--- config.mk ---
export PLATFORM = sky130hd
export DESIGN_NAME = control_sequencer_flat
export DESIGN_NICKNAME = d
export VERILOG_FILES = /design/src/rtl/cpu_ctrl_pkg.sv /design/src/rtl/control_sequencer_if.sv /design/src/rtl/reg_select.sv /design/src/rtl/control_sequencer.sv /design/src/flat_wrapper.sv
export SDC_FILE = /design/constraint.sdc
export NUM_CORES = 1
export LEC_CHECK = 0
export CAP_MARGIN = 10
export CORE_UTILIZATION = 32
export CTS_CLUSTER_DIAMETER = 80
export CTS_CLUSTER_SIZE = 24
export DETAILED_ROUTE_END_ITERATION = 6
export HOLD_SLACK_MARGIN = 0.02
export PLACE_DENSITY_LB_ADDON = 0.25
export SKIP_CTS_REPAIR_TIMING = 1
export SLEW_MARGIN = 20
export SYNTH_ARGS = -nofsm -noshare
export SYNTH_HDL_FRONTEND = slang
export SYNTH_SLANG_ARGS = --single-unit
--- constraint.sdc ---
create_clock -name clock -period 2.28 [get_ports clock]
set_input_delay 0.228 -clock clock [delete_from_list [all_inputs] [get_ports clock]]
set_output_delay 0.228 -clock clock [all_outputs]
set_load 0.03 [all_outputs]
--- src/rtl/cpu_ctrl_pkg.sv ---
`default_nettype none
// ============================================================================
//  Module      : cpu_ctrl_pkg
//  Description : Shared definitions for the hardwired control sequencer.
//                Contents: opcodes, ALU function codes (shared with the ALU),
//                sequencer states, instruction classes, IR field positions
//                and the opcode decode helpers.
//  Revision    : 1.0  initial release
// ============================================================================
package cpu_ctrl_pkg;

    // Positions of the instruction fields within IR
    localparam int IR_OP_MSB = 31;
    localparam int IR_OP_LSB = 27;
    localparam int IR_RA_MSB = 26;
    localparam int IR_RA_LSB = 23;
    localparam int IR_RB_MSB = 22;
    localparam int IR_RB_LSB = 19;
    localparam int IR_RC_MSB = 18;
    localparam int IR_RC_LSB = 15;

    // Opcodes
    localparam logic [4:0] OP_ADD  = 5'b00000;
    localparam logic [4:0] OP_SUB  = 5'b00001;
    localparam logic [4:0] OP_AND  = 5'b00010;
    localparam logic [4:0] OP_OR   = 5'b00011;
    localparam logic [4:0] OP_SHR  = 5'b00100;
    localparam logic [4:0] OP_SHRA = 5'b00101;
    localparam logic [4:0] OP_SHL  = 5'b00110;
    localparam logic [4:0] OP_ROR  = 5'b00111;
    localparam logic [4:0] OP_ROL  = 5'b01000;
    localparam logic [4:0] OP_MUL  = 5'b01001;
    localparam logic [4:0] OP_DIV  = 5'b01010;
    localparam logic [4:0] OP_NEG  = 5'b01011;
    localparam logic [4:0] OP_NOT  = 5'b01100;
    localparam logic [4:0] OP_NOP  = 5'b11010;
    localparam logic [4:0] OP_HALT = 5'b11011;

    // ALU function codes; the ALU decodes exactly these values
    localparam logic [3:0] ALU_ADD  = 4'd0;
    localparam logic [3:0] ALU_SUB  = 4'd1;
    localparam logic [3:0] ALU_AND  = 4'd2;
    localparam logic [3:0] ALU_OR   = 4'd3;
    localparam logic [3:0] ALU_SHR  = 4'd4;
    localparam logic [3:0] ALU_SHRA = 4'd5;
    localparam logic [3:0] ALU_ROR  = 4'd6;
    localparam logic [3:0] ALU_SHL  = 4'd7;
    localparam logic [3:0] ALU_ROL  = 4'd8;
    localparam logic [3:0] ALU_MUL  = 4'd9;
    localparam logic [3:0] ALU_DIV  = 4'd10;
    localparam logic [3:0] ALU_NEG  = 4'd11;
    localparam logic [3:0] ALU_NOT  = 4'd12;

    typedef enum logic [3:0] {
        ST_IDLE = 4'd0,
        ST_T0   = 4'd1,
        ST_T1   = 4'd2,
        ST_T2   = 4'd3,
        ST_T3   = 4'd4,
        ST_T4   = 4'd5,
        ST_T5   = 4'd6,
        ST_T6   = 4'd7,
        ST_HALT = 4'd8
    } state_t;

    typedef enum logic [2:0] {
        CLS_REGREG  = 3'd0,
        CLS_UNARY   = 3'd1,
        CLS_MULDIV  = 3'd2,
        CLS_NOP     = 3'd3,
        CLS_HALT    = 3'd4,
        CLS_ILLEGAL = 3'd5
    } op_class_t;

    function automatic op_class_t op_class(input logic [4:0] op);
        case (op)
            OP_ADD, OP_SUB, OP_AND, OP_OR, OP_SHR,
            OP_SHRA, OP_SHL, OP_ROR, OP_ROL:  return CLS_REGREG;
            OP_NEG, OP_NOT:                   return CLS_UNARY;
            OP_MUL, OP_DIV:                   return CLS_MULDIV;
            OP_NOP:                           return CLS_NOP;
            OP_HALT:                          return CLS_HALT;
            default:                          return CLS_ILLEGAL;
        endcase
    endfunction

    // Opcode numbering differs from ALU numbering (SHL/ROR are swapped)
    function automatic logic [3:0] alu_code(input logic [4:0] op);
        case (op)
            OP_ADD:  return ALU_ADD;
            OP_SUB:  return ALU_SUB;
            OP_AND:  return ALU_AND;
            OP_OR:   return ALU_OR;
            OP_SHR:  return ALU_SHR;
            OP_SHRA: return ALU_SHRA;
            OP_SHL:  return ALU_SHL;
            OP_ROR:  return ALU_ROR;
            OP_ROL:  return ALU_ROL;
            OP_MUL:  return ALU_MUL;
            OP_DIV:  return ALU_DIV;
            OP_NEG:  return ALU_NEG;
            OP_NOT:  return ALU_NOT;
            default: return 4'd0;
        endcase
    endfunction

endpackage
`default_nettype wire

--- src/rtl/control_sequencer_if.sv ---
`default_nettype none
// ============================================================================
//  Module      : control_sequencer_if
//  Description : Control bus between the sequencer and the datapath.
//                IR flows datapath -> sequencer; all strobes, ALUop and
//                status flags flow sequencer -> datapath.
//                master : sequencer side      slave : datapath side
//  Revision    : 1.0  initial release
// ============================================================================
interface control_sequencer_if #(
    parameter int NREG = 16
);
    logic [31:0]     IR;
    logic [NREG-1:0] Rin;
    logic [NREG-1:0] Rout;
    logic            PCin, PCout, IncPC, MARin, MDRin, MDRout, IRin, Read;
    logic            Yin, Zlowin, Zhighin, Zlowout, Zhighout, LOin, HIin;
    logic [3:0]      ALUop;
    logic            busy, halted, illegal;

    modport master (
        input  IR,
        output Rin, Rout, PCin, PCout, IncPC, MARin, MDRin, MDRout, IRin, Read,
        output Yin, Zlowin, Zhighin, Zlowout, Zhighout, LOin, HIin,
        output ALUop, busy, halted, illegal
    );

    modport slave (
        output IR,
        input  Rin, Rout, PCin, PCout, IncPC, MARin, MDRin, MDRout, IRin, Read,
        input  Yin, Zlowin, Zhighin, Zlowout, Zhighout, LOin, HIin,
        input  ALUop, busy, halted, illegal
    );
endinterface
`default_nettype wire

--- src/rtl/reg_select.sv ---
`default_nettype none
// ============================================================================
//  Module      : reg_select
//  Description : 4-bit register field plus enable -> one-hot register select.
//                Ports: field (register number), en (select enable),
//                       onehot (NREG-bit select, all-zero when disabled).
//  Revision    : 1.0  initial release
// ============================================================================
module reg_select #(
    parameter int NREG = 16
) (
    input  wire logic [3:0]      field,
    input  wire logic            en,
    output      logic [NREG-1:0] onehot
);
    always_comb begin
        onehot = '0;
        for (int i = 0; i < NREG; i++) begin
            if (en && (field == 4'(i))) begin
                onehot[i] = 1'b1;
            end
        end
    end
endmodule
`default_nettype wire

--- src/rtl/control_sequencer.sv ---
`default_nettype none
// ============================================================================
//  Module      : control_sequencer
//  Description : Hardwired control unit. Fetches (T0-T2) from PC, then
//                executes the 3-register instruction in IR (T3-T6).
//                Ports: clock (rising edge), clear (async, active low),
//                       run (keep executing / finish and idle),
//                       bus   (IR in; datapath strobes, ALUop, busy, halted,
//                              illegal out).
//  Revision    : 1.0  initial release
// ============================================================================
module control_sequencer
    import cpu_ctrl_pkg::*;
#(
    parameter int NREG = 16
) (
    input  wire logic            clock,
    input  wire logic            clear,
    input  wire logic            run,
    control_sequencer_if.master  bus
);
    state_t          r_state;
    op_class_t       w_cls;
    logic [3:0]      w_alu;
    logic            w_ra_en, w_rb_en, w_rc_en;
    logic [NREG-1:0] w_rin, w_rout_b, w_rout_c;
    state_t          w_end_state;
    logic            w_unused_ir;

    assign w_cls       = op_class(bus.IR[IR_OP_MSB:IR_OP_LSB]);
    assign w_alu       = alu_code(bus.IR[IR_OP_MSB:IR_OP_LSB]);
    assign w_end_state = run ? ST_T0 : ST_IDLE;
    assign w_unused_ir = ^bus.IR[IR_RC_LSB-1:0];

    // Rb and Rc selects are enabled in different states, so OR-ing them
    // never yields more than one bit.
    reg_select #(.NREG(NREG)) u_sel_ra (
        .field (bus.IR[IR_RA_MSB:IR_RA_LSB]), .en (w_ra_en), .onehot (w_rin));
    reg_select #(.NREG(NREG)) u_sel_rb (
        .field (bus.IR[IR_RB_MSB:IR_RB_LSB]), .en (w_rb_en), .onehot (w_rout_b));
    reg_select #(.NREG(NREG)) u_sel_rc (
        .field (bus.IR[IR_RC_MSB:IR_RC_LSB]), .en (w_rc_en), .onehot (w_rout_c));

    assign bus.Rin  = w_rin;
    assign bus.Rout = w_rout_b | w_rout_c;

    // State register; IR is only consulted from T3 onward
    always_ff @(posedge clock or negedge clear) begin
        if (!clear) begin
            r_state <= ST_IDLE;
        end else begin
            case (r_state)
                ST_IDLE: r_state <= run ? ST_T0 : ST_IDLE;
                ST_T0:   r_state <= ST_T1;
                ST_T1:   r_state <= ST_T2;
                ST_T2:   r_state <= ST_T3;
                ST_T3: begin
                    case (w_cls)
                        CLS_HALT:             r_state <= ST_HALT;
                        CLS_NOP, CLS_ILLEGAL: r_state <= w_end_state;
                        default:              r_state <= ST_T4;
                    endcase
                end
                ST_T4:   r_state <= (w_cls == CLS_UNARY)  ? w_end_state : ST_T5;
                ST_T5:   r_state <= (w_cls == CLS_MULDIV) ? ST_T6 : w_end_state;
                ST_T6:   r_state <= w_end_state;
                ST_HALT: r_state <= ST_HALT;
                default: r_state <= ST_IDLE;
            endcase
        end
    end

    // Moore output decode; reset forces IDLE, so every output clears at once
    always_comb begin
        w_ra_en      = 1'b0;
        w_rb_en      = 1'b0;
        w_rc_en      = 1'b0;
        bus.PCin     = 1'b0;
        bus.PCout    = 1'b0;
        bus.IncPC    = 1'b0;
        bus.MARin    = 1'b0;
        bus.MDRin    = 1'b0;
        bus.MDRout   = 1'b0;
        bus.IRin     = 1'b0;
        bus.Read     = 1'b0;
        bus.Yin      = 1'b0;
        bus.Zlowin   = 1'b0;
        bus.Zhighin  = 1'b0;
        bus.Zlowout  = 1'b0;
        bus.Zhighout = 1'b0;
        bus.LOin     = 1'b0;
        bus.HIin     = 1'b0;
        bus.ALUop    = 4'd0;
        bus.illegal  = 1'b0;
        bus.halted   = (r_state == ST_HALT);
        bus.busy     = (r_state != ST_IDLE) && (r_state != ST_HALT);
        case (r_state)
            ST_T0: begin
                bus.PCout = 1'b1; bus.MARin = 1'b1; bus.IncPC = 1'b1; bus.Zlowin = 1'b1;
            end
            ST_T1: begin
                bus.Zlowout = 1'b1; bus.PCin = 1'b1; bus.Read = 1'b1; bus.MDRin = 1'b1;
            end
            ST_T2: begin
                bus.MDRout = 1'b1; bus.IRin = 1'b1;
            end
            ST_T3: begin
                case (w_cls)
                    CLS_REGREG, CLS_MULDIV: begin
                        w_rb_en = 1'b1; bus.Yin = 1'b1;
                    end
                    CLS_UNARY: begin
                        // Single-operand ops go straight to the ALU in T3
                        w_rb_en = 1'b1; bus.ALUop = w_alu; bus.Zlowin = 1'b1;
                    end
                    CLS_ILLEGAL: bus.illegal = 1'b1;
                    default: ;
                endcase
            end
            ST_T4: begin
                case (w_cls)
                    CLS_REGREG: begin
                        w_rc_en = 1'b1; bus.ALUop = w_alu; bus.Zlowin = 1'b1;
                    end
                    CLS_MULDIV: begin
                        w_rc_en = 1'b1; bus.ALUop = w_alu;
                        bus.Zlowin = 1'b1; bus.Zhighin = 1'b1;
                    end
                    CLS_UNARY: begin
                        bus.Zlowout = 1'b1; w_ra_en = 1'b1;
                    end
                    default: ;
                endcase
            end
            ST_T5: begin
                case (w_cls)
                    CLS_REGREG: begin
                        bus.Zlowout = 1'b1; w_ra_en = 1'b1;
                    end
                    CLS_MULDIV: begin
                        bus.Zlowout = 1'b1; bus.LOin = 1'b1;
                    end
                    default: ;
                endcase
            end
            ST_T6: begin
                if (w_cls == CLS_MULDIV) begin
                    bus.Zhighout = 1'b1; bus.HIin = 1'b1;
                end
            end
            default: ;
        endcase
    end
endmodule
`default_nettype wire

--- src/flat_wrapper.sv ---
// flat-port wrapper written by rule: the top's interface ports become plain ports
module control_sequencer_flat import cpu_ctrl_pkg::*;
#(
    parameter int NREG = 16
)
  (clock, clear, run, bus_IR, bus_Rin, bus_Rout, bus_PCin, bus_PCout, bus_IncPC, bus_MARin, bus_MDRin, bus_MDRout, bus_IRin, bus_Read, bus_Yin, bus_Zlowin, bus_Zhighin, bus_Zlowout, bus_Zhighout, bus_LOin, bus_HIin, bus_ALUop, bus_busy, bus_halted, bus_illegal);
  control_sequencer_if #(.NREG(NREG)) bus_i ();
  input  wire logic clock;
  input  wire logic clear;
  input  wire logic run;
  input wire logic [$bits(bus_i.IR)-1:0] bus_IR;
  output wire logic [$bits(bus_i.Rin)-1:0] bus_Rin;
  output wire logic [$bits(bus_i.Rout)-1:0] bus_Rout;
  output wire logic [$bits(bus_i.PCin)-1:0] bus_PCin;
  output wire logic [$bits(bus_i.PCout)-1:0] bus_PCout;
  output wire logic [$bits(bus_i.IncPC)-1:0] bus_IncPC;
  output wire logic [$bits(bus_i.MARin)-1:0] bus_MARin;
  output wire logic [$bits(bus_i.MDRin)-1:0] bus_MDRin;
  output wire logic [$bits(bus_i.MDRout)-1:0] bus_MDRout;
  output wire logic [$bits(bus_i.IRin)-1:0] bus_IRin;
  output wire logic [$bits(bus_i.Read)-1:0] bus_Read;
  output wire logic [$bits(bus_i.Yin)-1:0] bus_Yin;
  output wire logic [$bits(bus_i.Zlowin)-1:0] bus_Zlowin;
  output wire logic [$bits(bus_i.Zhighin)-1:0] bus_Zhighin;
  output wire logic [$bits(bus_i.Zlowout)-1:0] bus_Zlowout;
  output wire logic [$bits(bus_i.Zhighout)-1:0] bus_Zhighout;
  output wire logic [$bits(bus_i.LOin)-1:0] bus_LOin;
  output wire logic [$bits(bus_i.HIin)-1:0] bus_HIin;
  output wire logic [$bits(bus_i.ALUop)-1:0] bus_ALUop;
  output wire logic [$bits(bus_i.busy)-1:0] bus_busy;
  output wire logic [$bits(bus_i.halted)-1:0] bus_halted;
  output wire logic [$bits(bus_i.illegal)-1:0] bus_illegal;
  assign bus_i.IR = bus_IR;
  assign bus_Rin = bus_i.Rin;
  assign bus_Rout = bus_i.Rout;
  assign bus_PCin = bus_i.PCin;
  assign bus_PCout = bus_i.PCout;
  assign bus_IncPC = bus_i.IncPC;
  assign bus_MARin = bus_i.MARin;
  assign bus_MDRin = bus_i.MDRin;
  assign bus_MDRout = bus_i.MDRout;
  assign bus_IRin = bus_i.IRin;
  assign bus_Read = bus_i.Read;
  assign bus_Yin = bus_i.Yin;
  assign bus_Zlowin = bus_i.Zlowin;
  assign bus_Zhighin = bus_i.Zhighin;
  assign bus_Zlowout = bus_i.Zlowout;
  assign bus_Zhighout = bus_i.Zhighout;
  assign bus_LOin = bus_i.LOin;
  assign bus_HIin = bus_i.HIin;
  assign bus_ALUop = bus_i.ALUop;
  assign bus_busy = bus_i.busy;
  assign bus_halted = bus_i.halted;
  assign bus_illegal = bus_i.illegal;
  control_sequencer #(.NREG(NREG)) u_core (.clock(clock), .clear(clear), .run(run), .bus(bus_i));
endmodule
---- Word-level counts from Yosys, hierarchy flattened ----
Memories as Yosys holds them, arrays and structs flattened.
Cells that the tools add are included.
word-level totals
  bits in registers ....................... 4
  ROM bits ................................ 160
  input port bits ......................... 35
  output and inout bits ................... 54
  word-level logic and storage cells ...... 198
  memories ................................ 2
memories
  name              depth  width  read ports  clocked after Yosys merged registers in  write ports  RTL line            text
  (name not given)  32     3      1           0                                        0            cpu_ctrl_pkg.sv:76  case (op)
  (name not given)  16     4      1           0                                        0            cpu_ctrl_pkg.sv:89  case (op)
cells by class
  equal/unequal tests ..................... 59
  muxes and demuxes ....................... 76
  bitwise logic cells ..................... 1
  reduce and logical (&&, ||, !) cells .... 59
operators with widths
  operator                                                          count
  4-bit == test (second input constant)                             25
  1-bit 2-to-1 mux                                                  65
  4-bit by 3-bit == test with 1-bit output (second input constant)  16
  1-bit logical AND                                                 49
  4-bit by 2-bit == test with 1-bit output (second input constant)  8
  4-bit one-hot mux with 8 select lines                             1
  4-bit 2-to-1 mux                                                  5
  4-bit by 1-bit == test with 1-bit output (second input constant)  4
  4-bit zero test                                                   4
  16-bit bitwise OR                                                 1
  4-bit one-hot mux with 2 select lines                             2
  3-bit by 2-bit == test with 1-bit output (second input constant)  2
  3-bit == test (second input constant)                             2
  1-bit one-hot mux with 3 select lines                             2
  2-bit OR reduction                                                3
  4-bit inequality test (second input constant)                     1
  4-bit nonzero test                                                1
  3-bit by 1-bit == test with 1-bit output (second input constant)  1
  3-bit zero test                                                   1
  3-bit OR reduction                                                1
  1-bit one-hot mux with 2 select lines                             1

---- Longest topological paths before layout ----
Gate-level depths: netlist of run 1.
An unclocked memory read counts as a cell.
  word-level depth ........................ 8
  gate-level depth with buffers ........... 7
  gate-level depth less buffers ........... 7

---- Hierarchy ----
A second synthesis of run 1 with hierarchy kept.
second synthesis, totals
  cell total of the unflattened synthesis .. 182
  area total of the unflattened synthesis .. 1143.6 sq um
by module, submodules not included
  module             times used  cells an instance  area an instance (sq um)  seq. area each (sq um)
  control_sequencer  1           113                790.8                     100.1
  reg_select         3           23                 117.6                     0.0

---- Least setup slack after synthesis of run 1 ----
No wires, ideal clock.
  kind .................................... input-to-output
  start ................................... input port bus_IR[27]
  end ..................................... output port bus_Zhighout
  arrival ................................. 2.504 ns
  required time ........................... 2.052 ns
  path slack .............................. -0.452 ns
  stages on the path ...................... 6
  buffers on the path ..................... 2
  path through ............................ ha_1 or3_4 and3_1 clkbuf_2 nor4_1 buf_4
on the way
  cells in the longest elaborated chain, start to end .. 4
ends and longest elaborated chain
  what                                      RTL line                  text
  from (decl)                               flat_wrapper.sv:11        input wire logic [$bits(bus_i.IR)-1:0] bus_IR;
  memory read 32 x 3 bit                    n/a
  3-bit by 2-bit == test with 1-bit output  control_sequencer.sv:147  if (w_cls == CLS_MULDIV) begin
  1-bit 2-to-1 mux (2 in a row)             n/a
  to (decl)                                 flat_wrapper.sv:26        output wire logic [$bits(bus_i.Zhighout)-1:0] bus_Zhighout;
Every way passes these cells.

---- Worst setup path after layout of run 1 ----
  start ................................... input port bus_IR[28]
  end ..................................... output port bus_Rin[0]
on the way
  cells in the longest elaborated chain, start to end .. 6
  elaborated cells between the ends (all ways) .. 8
  those cells by class .................... eq/ne (1); mux (4); reduce/logical (2); memory (1)
ends and longest elaborated chain
  what                                                                         RTL line                                            text
  memory read 32 x 3 bit (*)                                                   n/a
  3-bit by 1-bit == test with 1-bit output or 3-bit zero test (tied branches)  control_sequencer.sv:121, control_sequencer.sv:136
  1-bit 2-to-1 mux (on tied branches)                                          control_sequencer.sv:121, control_sequencer.sv:136
  1-bit one-hot mux with 2 select lines (*)                                    control_sequencer.sv:97                             case (r_state)
  1-bit logical AND (*)                                                        reg_select.sv:19                                    if (en && (field == 4'(i))) begin
  1-bit 2-to-1 mux (*)                                                         reg_select.sv:19
  to (decl)                                                                    flat_wrapper.sv:12                                  output wire logic [$bits(bus_i.Rin)-1:0] bus_Rin;
Every way passes the cells marked *; elsewhere a longest branch is shown, timed or not.

==> results of run 1 <==
-- cell families after synthesis --
kind of cell / count (synthesis) / synth area share [%]
adders and majority gates: 4 / 4.95
AOI/OAI and AO/OA: 39 / 27.5
muxes: 1 / 1.11
and+or+nand+nor: 85 / 48.1
buffers and inverters: 14 / 8.41
DFF: 4 / 9.90
-- where the power goes --
group	internal [mW]	switching (mW)
combinational	0.449	0.535
sequential	0.104	0.0480
clock	0.0588	0.0281
-- layout make-up --
cell class / count / share of cell area [%]
Clock buffer: 3 / 1.10
Inverter: 4 / 0.735
Multi-Input combinational cell: 129 / 44.9
Sequential cell: 4 / 5.02
Tap cell: 44 / 2.70
Timing Repair Buffer: 108 / 45.6
-- path summary, 6_finish.rpt --
check	endpoint	depth (start not counted)	start	slack [ns]
worst max-delay path	bus_Rin[0]	8	bus_IR[28]	-0.02
worst min register to register	u_core.r_state[3]	2	u_core.r_state[1]	0.76
worst max register to register	u_core.r_state[0]	8	u_core.r_state[3]	0.51
max in group asynchronous	u_core.r_state[1]	1	clear	1.92
min in group clock	u_core.r_state[0]	2	run	0.72
worst min-delay path	u_core.r_state[0]	1	clear	0.19
-- cells in the final DEF, fill, tap and decap left out, types with 2 or more instances in the layout --
cell type,n
nand3_1,3
nor2_1,17
nor3_2,5
o21ai_0,2
clkbuf_4,3
dfrtp_2,2
clkdlybuf4s50_1,20
buf_6,6
dfrtp_1,2
or2_2,4
inv_1,3
buf_4,74
or3_4,2
nor2_2,2
and3_1,4
nand3_2,2
dlymetal6s2s_1,7
nand3b_1,7
o22ai_1,16
a21oi_1,7
nand2b_1,8
ha_1,3
a211oi_2,2
or3_1,3
nand2_1,13
-- worst max-delay path: cells and delay by family --
kind                       cells  cell delay (ns)
buffers and inverters          2             0.29
AOI/OAI and AO/OA              2             0.66
adders and majority gates      1             0.15
and+or+nand+nor                3             0.74
-- metrics by stage --
stage	setup WS, ns	std cells	util [%]	power [mW]	setup TNS [ns]
4_1_cts	-0.460	282	61.1	1.13	-14.83
6_report	-0.0156	292	67.4	1.22	-0.0211
3_3_place_gp	-0.362	279	60.3	1.02	-11.80
3_5_place_dp	-0.460	279	60.3	1.04	-15.13
2_1_floorplan	-0.0589	147	-	0.721	-0.292
5_1_grt	-0.117	292	67.4	1.30	-1.83
-- per-layer routing --
layer | vias up | share of wire (%) | wire length, microns
li1 | 750 | - | -
met1 | 701 | 42 | 1570
met2 | 70 | 52 | 1980
met3 | 0 | 6.0 | 226
met4 | 0 | 0 | 0
met5 | - | 0 | 0
==> summary.txt, run 1 <==
Synth
  – Cells after Synth: 147
  – Distinct cell type count after synthesis: 47
  – Register bit total from synthesis: 4
  – Synth cell count leaders: 20 x nor2_1, 17 x o22ai_1, 14 x nand2_1
  – Mapped Area: 1010 sq um
  – Post-synth top area cell: o22ai_1
  – Sequential element share of the synthesized area: 9.90%
  – EDFF count, synth: 0
  – Top post-synthesis cells by area: o22ai_1 11%, dfrtp_1 9.9%, nor2_1 7.4%, nand2b_1 5.6%, nand2_1 5.2%
  – Yosys top cell area share: 10.5%
  – Async set or reset register ratio after synthesis: 100%
  – Primary FF master, synth: dfrtp_1
  – Synth Area per Inst: 6.88 sq um
  – Number of synthesis warnings: 0
  – Most frequent cell after synthesis: nor2_1
  – Syn_nets: 186

Hold path
  – Worst min path class: in -> async

STA
  – Fmax: 0.436 GHz
  – RSZ-0062 raised after global routing: yes
  – Final Hold Vio Count: 0
  – Clock skew: 0.00318 ns
  – Hold_ws: 0.191 ns
  – Max-slew headroom at the worst pin: 74.0%
  – Setup Viol. Count Final: 2
  – Pins Over Slew Limit: 0
  – Fin worst setup slack: -0.0156 ns
  – Worst-Margin Slew: 0.387 ns
  – Fin crit period: 2.30 ns
  – Share of the clock period used by the worst path: 101%

CTS
  – TritonCTS Sinks: 4
  – TritonCTS clock tree: built
  – Worst-path clk slew: 0.04 ns
  – Clock buffer depth: 2
  – Cts bufs inserted: 3
  – Root buffer cell: clkbuf_4
  – Skew-Pair Late Insertion Delay: 0.23 ns
  – H-tree levels: 1

Drt
  – Post-DR wirelength/cell: 12.9 microns
  – WL final: 3.78 mm
  – Remaining DRCs: 0
  – Via density per instance: 5.21
  – Via count: 1521
  – Drt pass-1 iters: 4
  – Final ANT Viol Nets: 0
  – DR iter-0 viols: 125

Placement
  – RePlAce Congestion: 0.870
  – I/O Buffers: 73
  – Area after DPL: 1830 sq um
  – Final HPWL DP: 2.96 mm

Global route
  – Met1 usage in global routing: 25.6%
  – Total GRT Usage: 20.2%
  – Largest net degree at the start of global routing: 11
  – First-pass GRT wire length: 5.62 mm
  – Met3 GRT Util: 1.56%
  – GR peak layer: met2
  – Initial antenna violation count: 0
  – Met2 usage: 36.8%
  – GRT overflow: 0
  – Vias in the first global route: 1326

Floorplan
  – Row cnt: 20
  – # IOs: 89
  – DIE HEIGHT: 58.2 microns
  – Initial Utilization: 33.4%
  – Placeable Area: 3030 sq um
  – Die Width: 58.2 microns
  – Die area: 3390 sq um

Run status
  – Failing checks: negative setup slack
  – Status: finished with violations

Critical path
  – Critical Path End Type: output pin
  – Req. time, crit path: 2.05 ns
  – CP max stage delay: 0.40 ns
  – Slowest cell on the critical path: a311o_1
  – Worst EP arrival: 2.07 ns
  – Cells along the critical path: buf_6 > ha_4 > or3_4 > a311o_1 > a211oi_2 > nand2b_1 > nor3_2 > buf_4
  – WS Path Type: in -> out
  – Crit path max fanout: 4
  – Crit start category: input port

Power and ir drop
  – VDD IR max: 0.000305 V
  – Leak: 0.994 nW
  – PD cells: 600 nW/um^2

Layout
  – Layout cells sized above 1: 47.6%
  – Top flop regs: u_core.r_state x4
  – Multi-input logic area: 916 sq um
  – Sequential Area: 103 sq um
  – Fin area: 2040 sq um
  – Final nets: 289
  – Filler Cell Count: 277
  – Top reg by flops: u_core.r_state
  – Antenna diode count: 0
  – Synth-to-Final Area Change: 102%
  – Max FFs per register: 4

Flow run
  – # Max-Cap Violations: 0
Power figures use the tool's default switching activity.
==> run 2, diff against run 1 <==
- CTS_BUF_LIST: unset -> sky130_fd_sc_hd__clkbuf_4 sky130_fd_sc_hd__clkbuf_8
- RECOVER_POWER: unset -> 100
==> summary.txt, run 2 (synthesis gave the netlist of run 1 again) <==
Layout
  – Top flop regs: u_core.r_state x4
  – Fin area: 2040 sq um (unchanged)
  – Commonest cells after routing, fill and taps aside: 74 x buf_4, 19 x clkdlybuf4s50_1, 17 x nor2_1
  – Antenna diode count: 0 (unchanged)
  – Max FFs per register: 4 (unchanged)
  – Synth-to-Final Area Change: 102% (unchanged)
  – Final nets: 289 (unchanged)
  – Non-filler instance count after layout: 292 (unchanged)
  – Post-layout util: 67.4% (unchanged)
  – Layout cells sized above 1: 47.6% (unchanged)
  – Top reg by flops: u_core.r_state
  – Commonest non-fill, non-tap cell in the layout: buf_4

STA
  – Fmax: 0.436 GHz (unchanged)
  – Final Hold Vio Count: 0 (unchanged)
  – Fin crit period: 2.30 ns (unchanged)
  – Setup Viol. Count Final: 2 (unchanged)
  – Max-slew headroom at the worst pin: 74.0% (about the same)
  – Pins Over Slew Limit: 0 (unchanged)
  – Clock skew: 0.00318 ns (unchanged)
  – Fin worst setup slack: -0.0156 ns (unchanged)
  – Worst-Margin Slew: 0.387 ns (-0.0000111 ns)
  – Setup TNS: -0.0211 ns (unchanged)
  – RSZ-0062 raised after global routing: yes
  – Share of the clock period used by the worst path: 101% (unchanged)

Critical path
  – WS Path Type: in -> out
  – Slowest cell on the critical path: a311o_1
  – Top delay family on crit path: simple AND/OR/NAND/NOR gates
  – Crit start category: input port
  – Req. time, crit path: 2.05 ns (about the same)
  – Critical Path End Type: output pin
  – Buffers & Inverters on Critical Path: 2 (unchanged)
  – Crit path max fanout: 4 (unchanged)
  – Cells along the critical path: buf_6 > ha_4 > or3_4 > a311o_1 > a211oi_2 > nand2b_1 > nor3_2 > buf_4
  – Worst EP arrival: 2.07 ns (about the same)
  – CP max stage delay: 0.40 ns (about the same)

Placement
  – Area after DPL: 1830 sq um (unchanged)
  – RePlAce Congestion: 0.870 (unchanged)
  – Placed insts: 279 (unchanged)
  – I/O Buffers: 73 (unchanged)
  – Final HPWL DP: 2.96 mm (unchanged)

Global route
  – Met1 usage in global routing: 25.6% (unchanged)
  – Largest net degree at the start of global routing: 11 (unchanged)
  – GRT overflow: 0 (unchanged)
  – GR peak layer: met2
  – Vias in the first global route: 1326 (unchanged)
  – First-pass GRT wire length: 5.62 mm (unchanged)
  – Initial antenna violation count: 0 (unchanged)
  – Met2 usage: 36.8% (unchanged)
  – Met3 GRT Util: 1.56% (unchanged)
  – Total GRT Usage: 20.2% (unchanged)

Drt
  – DR iter-0 viols: 125 (unchanged)
  – Final ANT Viol Nets: 0 (unchanged)
  – WL final: 3.78 mm (about the same)
  – Via density per instance: 5.21 (unchanged)
  – Via count: 1521 (unchanged)
  – Post-DR wirelength/cell: 12.9 microns (about the same)
  – Drt pass-1 iters: 4 (unchanged)
  – Remaining DRCs: 0 (unchanged)

Run status
  – Failing checks: negative setup slack
  – Status: finished with violations

CTS
  – Cts bufs inserted: 3 (unchanged)
  – Root buffer cell: clkbuf_4
  – H-tree levels: 1 (unchanged)
  – Skew-Pair Late Insertion Delay: 0.23 ns (about the same)
  – Worst-path clk slew: 0.04 ns (about the same)
  – TritonCTS clock tree: built
  – TritonCTS Sinks: 4 (unchanged)
  – Clock buffer depth: 2 (unchanged)

Flow run
  – # Max-Cap Violations: 0 (unchanged)

Power and ir drop
  – VDD IR max: 0.000305 V (unchanged)
  – Switching Fraction: 50.0% (about the same)
  – Sequential power share: 12.5% (about the same)
  – PD cells: 599 nW/um^2 (about the same)
  – Combinational share of power: 80.4% (about the same)
  – Switch Pwr: 0.612 mW (about the same)
  – Clock share of power: 7.1% (about the same)
  – Tot Pwr: 1.22 mW (about the same)
  – Int Pwr: 0.612 mW (about the same)
  – Leak: 0.994 nW (about the same)

Floorplan
  – Die area: 3390 sq um (unchanged)
  – # IOs: 89 (unchanged)
  – Placeable Area: 3030 sq um (unchanged)
  – Die Width: 58.2 microns (unchanged)
  – Initial Utilization: 33.4% (unchanged)
  – Row cnt: 20 (unchanged)
  – DIE HEIGHT: 58.2 microns (unchanged)

Hold path
  – Worst min path class: in -> async
run 2: worst register-to-register path, stage by stage (launching register included):
cell      delay (ns)
dfrtp_1         0.37
nand2b_2        0.26
nor3_4          0.25
buf_4           0.15
buf_4           0.10
o21ai_0         0.10
buf_4           0.16
a22oi_1         0.17
a221o_1         0.14
run 2: metal layers:
layer / share of wire, % / vias to the layer above / wire length [microns]
met5: 0 / - / 0
met4: 0 / 0 / 0
li1: - / 750 / -
met1: 42 / 701 / 1570
met2: 52 / 70 / 1980
met3: 6.0 / 0 / 226
run 2: layout make-up:
type	instances	area, sq um
Tap cell	44	55.1
Multi-Input combinational cell	129	916
Clock buffer	3	22.5
Timing Repair Buffer	108	931
Fill cell	277	986
Inverter	4	15.0
Sequential cell	4	103
run 2: path summary, 6_finish.rpt:
| check | start | endpoint | slack [ns] | cells after the start |
|---|---|---|---|---|
| worst max-delay path | bus_IR[28] | bus_Rin[0] | -0.02 | 8 |
| worst min-delay path | clear | u_core.r_state[0] | 0.26 | 1 |
| worst max register to register | u_core.r_state[3] | u_core.r_state[0] | 0.51 | 8 |
| worst min register to register | u_core.r_state[1] | u_core.r_state[3] | 0.76 | 2 |
| max in group asynchronous | clear | u_core.r_state[1] | 1.84 | 1 |
| min in group clock | run | u_core.r_state[0] | 0.72 | 2 |
run 2: power by group through the flow:
stage / sequential, mW / combinational [mW] / clock [mW]
floorplan: 0.143 / 0.578 / 0
global placement: 0.141 / 0.879 / 0
detailed placement: 0.143 / 0.897 / 0
CTS: 0.144 / 0.898 / 0.0905
global route: 0.159 / 1.05 / 0.0950
finish: 0.152 / 0.985 / 0.0869
run 2: through the flow:
stage	hold slack [ns]	worst slack, ns
6_report	0.261	-0.0156
5_1_grt	0.267	-0.117
4_1_cts	0.188	-0.460
3_5_place_dp	0.437	-0.460
3_3_place_gp	0.434	-0.362
2_1_floorplan	-0.0676	-0.0589
==> run 3, diff against run 2 <==
- CAP_MARGIN: 10 -> unset
==> results of run 3 <==
Same layout as run 2: the final DEF is identical, and so are final timing and power.
